File: config.mk
export PLATFORM = sky130hd
export DESIGN_NAME = mips_lsu_avalon
export DESIGN_NICKNAME = d
export VERILOG_FILES = /design/src/rtl/mips_lsu_pkg.sv /design/src/rtl/mips_lsu_lane_align.sv /design/src/rtl/mips_lsu_avalon.sv
export SDC_FILE = /design/constraint.sdc
export NUM_CORES = 1
export LEC_CHECK = 0
export CAP_MARGIN = 10
export CORE_ASPECT_RATIO = 1.25
export CORE_MARGIN = 4
export CORE_UTILIZATION = 52
export DETAILED_ROUTE_END_ITERATION = 12
export HOLD_SLACK_MARGIN = 0.03
export PLACE_DENSITY = 0.82
export SLEW_MARGIN = 30
export SYNTH_ARGS = -nofsm -noshare
export SYNTH_HDL_FRONTEND = slang
export SYNTH_SLANG_ARGS = --single-unit
File: constraint.sdc
create_clock -name clk -period 8.74 [get_ports clk]
set_clock_uncertainty 0.15 [all_clocks]
set_input_delay 2.622 -clock clk [delete_from_list [all_inputs] [get_ports clk]]
set_output_delay 2.622 -clock clk [all_outputs]
set_load 0.005 [all_outputs]
File: src/rtl/mips_lsu_pkg.sv
// mips_lsu_pkg: op, fault and state encodings plus byte-enable constants for the MIPS load/store unit.
package mips_lsu_pkg;

    typedef enum logic [3:0] {
        OP_LB, OP_LBU, OP_LH, OP_LHU, OP_LW, OP_LWL, OP_LWR, OP_SB, OP_SH, OP_SW
    } lsu_op_t;

    typedef enum logic [1:0] {F_NONE, F_MISALIGN, F_TIMEOUT, F_ILLEGAL} fault_t;

    typedef enum logic [1:0] {S_IDLE, S_ACCESS, S_RESP} state_t;

    localparam logic [3:0] BE_ALL = 4'b1111;
    localparam logic [3:0] BE_LO  = 4'b0011;
    localparam logic [3:0] BE_HI  = 4'b1100;

    function automatic logic is_load(input logic [3:0] op);
        return op <= 4'(OP_LWR);
    endfunction

    function automatic logic is_store(input logic [3:0] op);
        return op >= 4'(OP_SB) && op <= 4'(OP_SW);
    endfunction

endpackage

File: src/rtl/mips_lsu_lane_align.sv
// lsu_lane_align: steers store data onto byte lanes and extracts/merges load results (little-endian).
module lsu_lane_align
    import mips_lsu_pkg::*;
(
    input  logic [3:0]  op,
    input  logic [1:0]  k,
    input  logic [31:0] rt,
    input  logic [31:0] readdata,
    output logic [31:0] writedata,
    output logic [3:0]  byteenable,
    output logic [31:0] result
);
    logic [4:0]  sh;
    logic [31:0] shifted;
    logic [7:0]  lane_b;
    logic [15:0] lane_h;

    assign sh      = {k, 3'b000};
    assign shifted = readdata >> sh;
    assign lane_b  = shifted[7:0];
    assign lane_h  = k[1] ? readdata[31:16] : readdata[15:0];

    assign writedata  = op == 4'(OP_SB) ? {4{rt[7:0]}} :
                        op == 4'(OP_SH) ? {2{rt[15:0]}} : rt;
    assign byteenable = op == 4'(OP_SB) ? 4'b0001 << k :
                        op == 4'(OP_SH) ? (k[1] ? BE_HI : BE_LO) : BE_ALL;

    // LWL/LWR keep the untouched register bytes from rt and shift memory into the rest
    always_comb begin
        result = readdata;
        case (lsu_op_t'(op))
            OP_LB:   result = {{24{lane_b[7]}}, lane_b};
            OP_LBU:  result = {24'd0, lane_b};
            OP_LH:   result = {{16{lane_h[15]}}, lane_h};
            OP_LHU:  result = {16'd0, lane_h};
            OP_LWL:  result = (readdata << (5'd24 - sh)) | (rt & (32'h00ff_ffff >> sh));
            OP_LWR:  result = (readdata >> sh) | (rt & ~(32'hffff_ffff >> sh));
            default: result = readdata;
        endcase
    end

endmodule

File: src/rtl/mips_lsu_avalon.sv
// mips_lsu_avalon: MIPS load/store unit bridging the execute stage to an Avalon-MM data master.
module mips_lsu_avalon
    import mips_lsu_pkg::*;
#(
    parameter int ADDR_W         = 32,
    parameter int TIMEOUT_CYCLES = 256
)
(
    input  logic              clk,
    input  logic              reset,
    input  logic              req_valid,
    output logic              req_ready,
    input  logic [3:0]        req_op,
    input  logic [31:0]       req_base,
    input  logic [15:0]       req_offset,
    input  logic [31:0]       req_store_data,
    input  logic [31:0]       req_rt_old,
    input  logic [4:0]        req_dest,
    output logic              resp_valid,
    output logic              resp_we,
    output logic [4:0]        resp_dest,
    output logic [31:0]       resp_data,
    output logic [1:0]        resp_fault,
    output logic [ADDR_W-1:0] avm_address,
    output logic              avm_read,
    output logic              avm_write,
    output logic [31:0]       avm_writedata,
    output logic [3:0]        avm_byteenable,
    input  logic [31:0]       avm_readdata,
    input  logic              avm_waitrequest
);
    localparam int CW = $clog2(TIMEOUT_CYCLES + 1);

    state_t        state, state_next;
    lsu_op_t       op_in;
    logic [3:0]    op_q;
    logic [1:0]    k_q;
    logic [31:0]   ea, ea_q, rt_q, wdata, ldata;
    logic [4:0]    dest_q;
    logic [3:0]    be;
    logic [CW-1:0] cnt;
    logic          illegal, misalign, timeout_hit;

    assign ea          = req_base + {{16{req_offset[15]}}, req_offset};
    assign op_in       = lsu_op_t'(req_op);
    assign illegal     = req_op > 4'(OP_SW);
    assign misalign    = ((op_in == OP_LH || op_in == OP_LHU || op_in == OP_SH) && ea[0]) ||
                         ((op_in == OP_LW || op_in == OP_SW) && ea[1:0] != 2'b00);
    // a waitrequest drop on the final counted cycle completes instead of faulting
    assign timeout_hit = avm_waitrequest && cnt == CW'(TIMEOUT_CYCLES - 1);

    assign req_ready  = state == S_IDLE;
    assign resp_valid = state == S_RESP;
    assign resp_we    = resp_valid && resp_fault == F_NONE && is_load(op_q);
    assign resp_dest  = dest_q;

    // store steering uses the live request; load extraction uses the held op in ACCESS
    lsu_lane_align u_align (
        .op         (req_ready ? req_op : op_q),
        .k          (req_ready ? ea[1:0] : k_q),
        .rt         (req_ready ? req_store_data : rt_q),
        .readdata   (avm_readdata),
        .writedata  (wdata),
        .byteenable (be),
        .result     (ldata)
    );

    always_ff @(posedge clk or posedge reset)
        if (reset) state <= S_IDLE;
        else       state <= state_next;

    always_comb begin
        state_next = state;
        case (state)
            S_IDLE:   if (req_valid) state_next = (illegal || misalign) ? S_RESP : S_ACCESS;
            S_ACCESS: if (!avm_waitrequest || timeout_hit) state_next = S_RESP;
            default:  state_next = S_IDLE;
        endcase
    end

    always_ff @(posedge clk or posedge reset) begin
        if (reset) begin
            op_q           <= '0;
            k_q            <= '0;
            ea_q           <= '0;
            rt_q           <= '0;
            dest_q         <= '0;
            cnt            <= '0;
            resp_data      <= '0;
            resp_fault     <= F_NONE;
            avm_address    <= '0;
            avm_read       <= 1'b0;
            avm_write      <= 1'b0;
            avm_writedata  <= '0;
            avm_byteenable <= '0;
        end else if (state == S_IDLE && req_valid) begin
            op_q   <= req_op;
            k_q    <= ea[1:0];
            ea_q   <= ea;
            rt_q   <= req_rt_old;
            dest_q <= req_dest;
            cnt    <= '0;
            if (illegal || misalign) begin
                resp_fault <= illegal ? F_ILLEGAL : F_MISALIGN;
                resp_data  <= ea;
            end else begin
                resp_fault     <= F_NONE;
                avm_address    <= {ea[ADDR_W-1:2], 2'b00};
                avm_read       <= is_load(req_op);
                avm_write      <= is_store(req_op);
                avm_writedata  <= wdata;
                avm_byteenable <= be;
            end
        end else if (state == S_ACCESS) begin
            if (!avm_waitrequest) begin
                avm_read  <= 1'b0;
                avm_write <= 1'b0;
                resp_data <= ldata;
            end else if (timeout_hit) begin
                avm_read   <= 1'b0;
                avm_write  <= 1'b0;
                resp_fault <= F_TIMEOUT;
                resp_data  <= ea_q;
            end else begin
                cnt <= cnt + CW'(1);
            end
        end
    end

endmodule

Yosys cells after proc, flatten, opt, wreduce, memory -nomap -nowiden
Index checks and enable logic that the tools add are counted.
- register bits: 188
- add/sub/neg operators: 3
- magnitude comparators: 5
- equal/unequal tests: 21
- shift operators: 5
- mux-type cells: 36
- bitwise logic cells: 6
- reductions and logical operators: 27
- operators with widths (cell ; number):
    $mux 32 ; 8
    $pmux 32 s6 ; 1
    $and 32x32->32 ; 2
    $or 32x32->32 ; 2
    $mux 9 ; 4
    $add 32x32->32 ; 1
    $not 32->32 ; 1
    $shl 32x5->32 ; 1
    $shr 24x5->32 const A ; 1
    $shr 32x5->32 ; 1
    $shr 32x5->32 const A ; 1
    $mux 2 ; 10
    $eq 4x2->1 const B ; 4
    $eq 4x3->1 const B ; 4
    $mux 16 ; 1
    $mux 4 ; 4
    $eq 4x4->1 const B ; 3
    $reduce_and 3->1 ; 4
    $add 9x1->9 const B ; 1
    $eq 9x8->1 const B ; 1
    $le 4x3->1 const B ; 2
    $ne 2x2->1 const B ; 4
    $reduce_bool 2->1 ; 4
    $logic_and 1x1->1 ; 7
    18 further kinds ; 31

Logic depth before layout (Yosys ltp)
- depth after elaboration: 10
- depth in mapped cells: 13
- depth with buffers taken out: 10

Cells and area by module
From an unflattened synthesis, not the netlist that was laid out.
- cells, all modules: 1491
- area, all modules: 12599.6 um^2
- by module, submodules not included (module ; times used ; cells each ; area each (um^2) ; seq. area each (um^2)):
    mips_lsu_avalon ; 1 ; 1165 ; 10167.3 ; 4654.5
    lsu_lane_align ; 1 ; 326 ; 2432.3 ; 0.0

Least setup slack after synthesis
Ideal clock, no wire load.
- kind: input to register
- start point: input req_base[0]
- end point: register resp_data[21]
- setup time: 132 ps
- data arrival time: 5028 ps
- data required time: 8458 ps
- setup slack: 3430 ps
- stages on the path: 12
- path buffers: 4
- cell sequence: ha_1 fa_1 or3b_4 and2_4 buf_6 buf_6 buf_6 buf_6 o211ai_2 a31oi_1 a2111oi_0 nor2_1
- cells in the longest elaborated chain, start to end: 10
- elaborated cells on any way between the ends: 25
- ends and longest elaborated chain (element ; line ; RTL):
    start, declared ; mips_lsu_avalon.sv:14 ; input logic [31:0] req_base,
    $add 32x32->32 * ; mips_lsu_avalon.sv:44 ; assign ea = req_base + {{16{req_offset[15]}}, req_offset};
    via ea[1] ; mips_lsu_avalon.sv:38 ; logic [31:0] ea, ea_q, rt_q, wdata, ldata;
    branches (longest 9 deep; another with $sub 5x5->5) ; n/a ;
    end signal, assigned ; mips_lsu_avalon.sv:118 ; resp_data <= ldata;
    end signal, assigned ; mips_lsu_avalon.sv:123 ; resp_data <= ea_q;
    end, declared ; mips_lsu_avalon.sv:22 ; output logic [31:0] resp_data,
Mark *: on every way through the listed nets, which the timed path passes. The select of a mux whose other input is x is not followed.
A chain may end at the register's enable or synchronous reset.

Worst setup path in the final report
- start point: input req_base[0]
- end point: register resp_data[19]
The elaborated chain is that of the path after synthesis.

==> impl_metrics.json <==
{
  "outcome": "finished clean",
  "die-area_um2": 25600,
  "highest_count_cells_in_the_layout_ignoring_fill_and_taps": "nand2_1 (374), clkdlybuf4s50_1 (266), dfrtp_1 (186)",
  "drt-vias-per-instance": 6.15,
  "worstHoldPathType": "flop to flop",
  "critPathMaxFanout": 12,
  "fmax_ghz": 0.162,
  "gpl.final_weighted_congestion": 0.943,
  "clock-root-buffer": "clkbuf_16",
  "setup_slack_ns": 2.57,
  "worst-endpoint-arrival_ns": 6.38,
  "grt_antenna_before_repair": 0,
  "grtUsageTotal_pct": 32.4,
  "floorplan.die.width_um": 144,
  "leakage_nw": 6.70,
  "finalCritPeriodShare_pct": 70.6,
  "finalInstanceArea_um2": 15300,
  "grt_remaining_overflow": 0,
  "critPathCapture": "resp_data[19]$_DFFE_PP0P_",
  "hpwl_um": 31900,
  "post_synth_instance_area_um2": 12000,
  "synth_edf_count": 0,
  "area_of_combinational_cells_with_multiple_inputs_um2": 6780,
  "insertedDiodeCount": 0,
  "place_worst_setup_slack_ns": 2.23,
  "area_growth_syn_to_layout_pct": 27.4,
  "io_buffer_count": 266,
  "worst_setup_path_start_kind": "primary input",
  "clockBufferDepth": 2,
  "die_height_um": 178,
  "switching_power_mw": 1.90,
  "num_rows": 61,
  "fin_nets": 1865,
  "synth_top_cell_area_share_pct": 38.7,
  "critical_path.reg2reg.startpoint": "state[0]$_DFFE_PP0P_",
  "numCtsBuffers": 17,
  "synth_top_area_cell": "dfrtp_1",
  "finish.utilization_pct": 68.0,
  "post_cts_resized": 0,
  "slew_headroom_pct": 37.6,
  "cts.sink_count": 186,
  "grt_pass1_wl_um": 64800,
  "timing.max_cap.violations": 0,
  "setup.worst_path.start": "req_base[0]",
  "powerDensity_nw_per_um2": 298,
  "report.final.setup_viol": 0,
  "maxSlewViolCount": 0,
  "netlist_instances": 1468,
  "top_level_ports": 269,
  "clock_latency_ns": 0.45,
  "final_hold_viol_count": 0,
  "swShare_pct": 41.6,
  "drtPass1Iterations": 8,
  "postCtsSetupRepairBufs": 0,
  "first_global_vias": 11900,
  "setup_tns_final_ns": 0,
  "path_clk_slew_ns": 0.07,
  "drt.antenna.violating_nets": 0,
  "fillerInstances": 1856,
  "avgRoutedWirePerCell_um": 21.4,
  "flop2flop_setup_slack_ns": 5.06,
  "synthArstFlopShare_pct": 100,
  "drcViolationCount": 0,
  "final_period_minus_worst_setup_slack_ns": 6.17,
  "seq_power_share_pct": 32.8,
  "worst_pin_slew_ns": 0.934,
  "grt_setup_unrepaired": "false",
  "first_iter_violations": 1233,
  "tritoncts": "yes",
  "timing_worst_setup_path_type": "primary input to flop",
  "synth.yosys.seq_area_share_pct": 38.7,
  "h-tree-depth": 4,
  "drt_wl_total_um": 42200,
  "synth_top_cells_by_area": "dfrtp_1 (39%), nand2_1 (12%), o21ai_0 (6.7%)",
  "synth_ff_type": "dfrtp_1",
  "synthesis.area_per_instance_um2": 8.19,
  "pin_count_of_the_biggest_net_entering_global_routing": 116,
  "worstRegToRegCells": 9,
  "ys.warnings.count": 0,
  "number_of_synthesized_register_bits": 186,
  "initial_utilization_pct": 53.4,
  "cell_internal_pwr_mw": 2.67,
  "final_layout_size_suffix_gt1_share_pct": 5.58,
  "worst_setup_path_end_kind": "flop",
  "via_count": 12100,
  "peakVddDrop_v": 0.000151,
  "cp_data_required_time_ns": 8.96,
  "comb_power_share_pct": 49.7,
  "cts-hold-fix-buffers": 0,
  "regArea_um2": 4650,
  "core_um2": 22500,
  "synth.distinct_cells": 93,
  "clock_power_share_pct": 17.5,
  "layout_commonest_cell": "nand2_1",
  "terminus_of_the_critical_flop_to_flop_path": "resp_data[11]$_DFFE_PP0P_",
  "placed_area_um2": 14700
}
==> cells in the mapped netlist (3+ instances only) <==
library cell and count:
a2111oi_0 6, a211o_1 3, a211oi_1 10, a21o_1 12
a21oi_1 64, a21oi_2 4, a221o_1 8, a221oi_1 5
a2bb2oi_1 3, a31oi_1 41, a32oi_1 12, a41oi_1 3
and2_1 5, and3_1 11, buf_1 5, buf_2 32
buf_4 7, buf_6 11, clkbuf_1 43, dfrtp_1 186
ha_1 33, inv_1 22, mux2_2 9, mux2i_1 61
nand2_1 375, nand2b_1 6, nand3_1 27, nand4_1 9
nor2_1 89, nor2b_1 8, nor3_1 19, nor4_1 3
o211ai_1 23, o21ai_0 160, o21ai_1 14, o21bai_1 3
o221ai_1 8, o22ai_1 15, o31ai_1 6, or2_1 4
or3_1 6, xnor2_1 20, xor2_1 15
==> state kept, by name, indices dropped and copies added (netlist names), 2 cells and up <==
name / flops
avm_writedata: 32
resp_data: 32
rt_q: 32
ea_q: 31
avm_address: 30
cnt: 9
resp_dest: 5
avm_byteenable: 4
op_q: 4
resp_fault: 2
state: 2
==> cells by family (layout without fill, tap and decap cells) <==
logic type	Yosys count	count (layout)	share of synthesized area [%]
DFF	186	186	38.7
muxes	75	75	6.63
buffers and inverters	123	340	5.14
adders and majority gates	34	34	3.60
and+or+nand+nor	578	578	20.3
other	1	2	0.0312
xor gates and xnor gates	35	35	2.55
AOI/OAI and AO/OA	436	436	23.1
==> how the worst min path moves through the flow <==
stage | from | end | slack [ns] | depth (start not counted)
after floorplan | ea_q[8]$_DFFE_PP0P_ | ea_q[8]$_DFFE_PP0P_ | 0.29 | 2
after detailed placement | ea_q[8]$_DFFE_PP0P_ | ea_q[8]$_DFFE_PP0P_ | 0.31 | 2
after global routing | ea_q[7]$_DFFE_PP0P_ | ea_q[7]$_DFFE_PP0P_ | 0.34 | 1
final | ea_q[8]$_DFFE_PP0P_ | ea_q[8]$_DFFE_PP0P_ | 0.32 | 2
after global placement | ea_q[7]$_DFFE_PP0P_ | ea_q[7]$_DFFE_PP0P_ | 0.30 | 1
after CTS | ea_q[8]$_DFFE_PP0P_ | ea_q[8]$_DFFE_PP0P_ | 0.32 | 2
==> power by group through the flow <==
stage | Combinational [mW] | Sequential (mW) | Clock [mW]
2_1_floorplan | 1.27 | 1.45 | 0
3_3_place_gp | 2.20 | 1.49 | 0
5_1_grt | 2.47 | 1.54 | 0.839
4_1_cts | 2.26 | 1.49 | 0.799
6_report | 2.27 | 1.50 | 0.798
3_5_place_dp | 2.24 | 1.50 | 0
==> area by class of cell <==
class,instances,area share [%]
Sequential cell,186,30.4
Clock inverter,14,1.14
Timing Repair Buffer,284,18.4
Inverter,25,0.711
Tap cell,283,2.31
Clock buffer,17,2.78
Multi-Input combinational cell,1160,44.3
==> worst max-delay path: stages <==
cell and delay, ns:
clkdlybuf4s50_1 0.40, ha_1 0.25, fa_1 0.66, or3b_4 0.44
a21bo_2 0.22, a2111oi_0 0.80, a31oi_1 0.08, buf_4 0.23
nand2_1 0.26, o221ai_1 0.20, a31oi_1 0.22
==> per-layer routing <==
| metal | up-vias | GRT usage [%] | wire length (um) |
|---|---|---|---|
| met3 | 132 | 6.44 | 3250 |
| met4 | 2 | 17.6 | 2440 |
| li1 | 5633 | - | - |
| met2 | 560 | 53.5 | 20200 |
| met1 | 5775 | 39.7 | 16300 |
| met5 | - | 0 | 20 |
==> through the flow <==
stage               instances  power (mW)  hold slack (ns)
floorplan                1469        2.72            0.288
global placement         1937        3.69            0.301
detailed placement       1938        3.74            0.307
CTS                      1969        4.55            0.324
global route             1969        4.85            0.340
finish                   1969        4.57            0.321
Note: power is estimated with default switching activity, not from simulation.
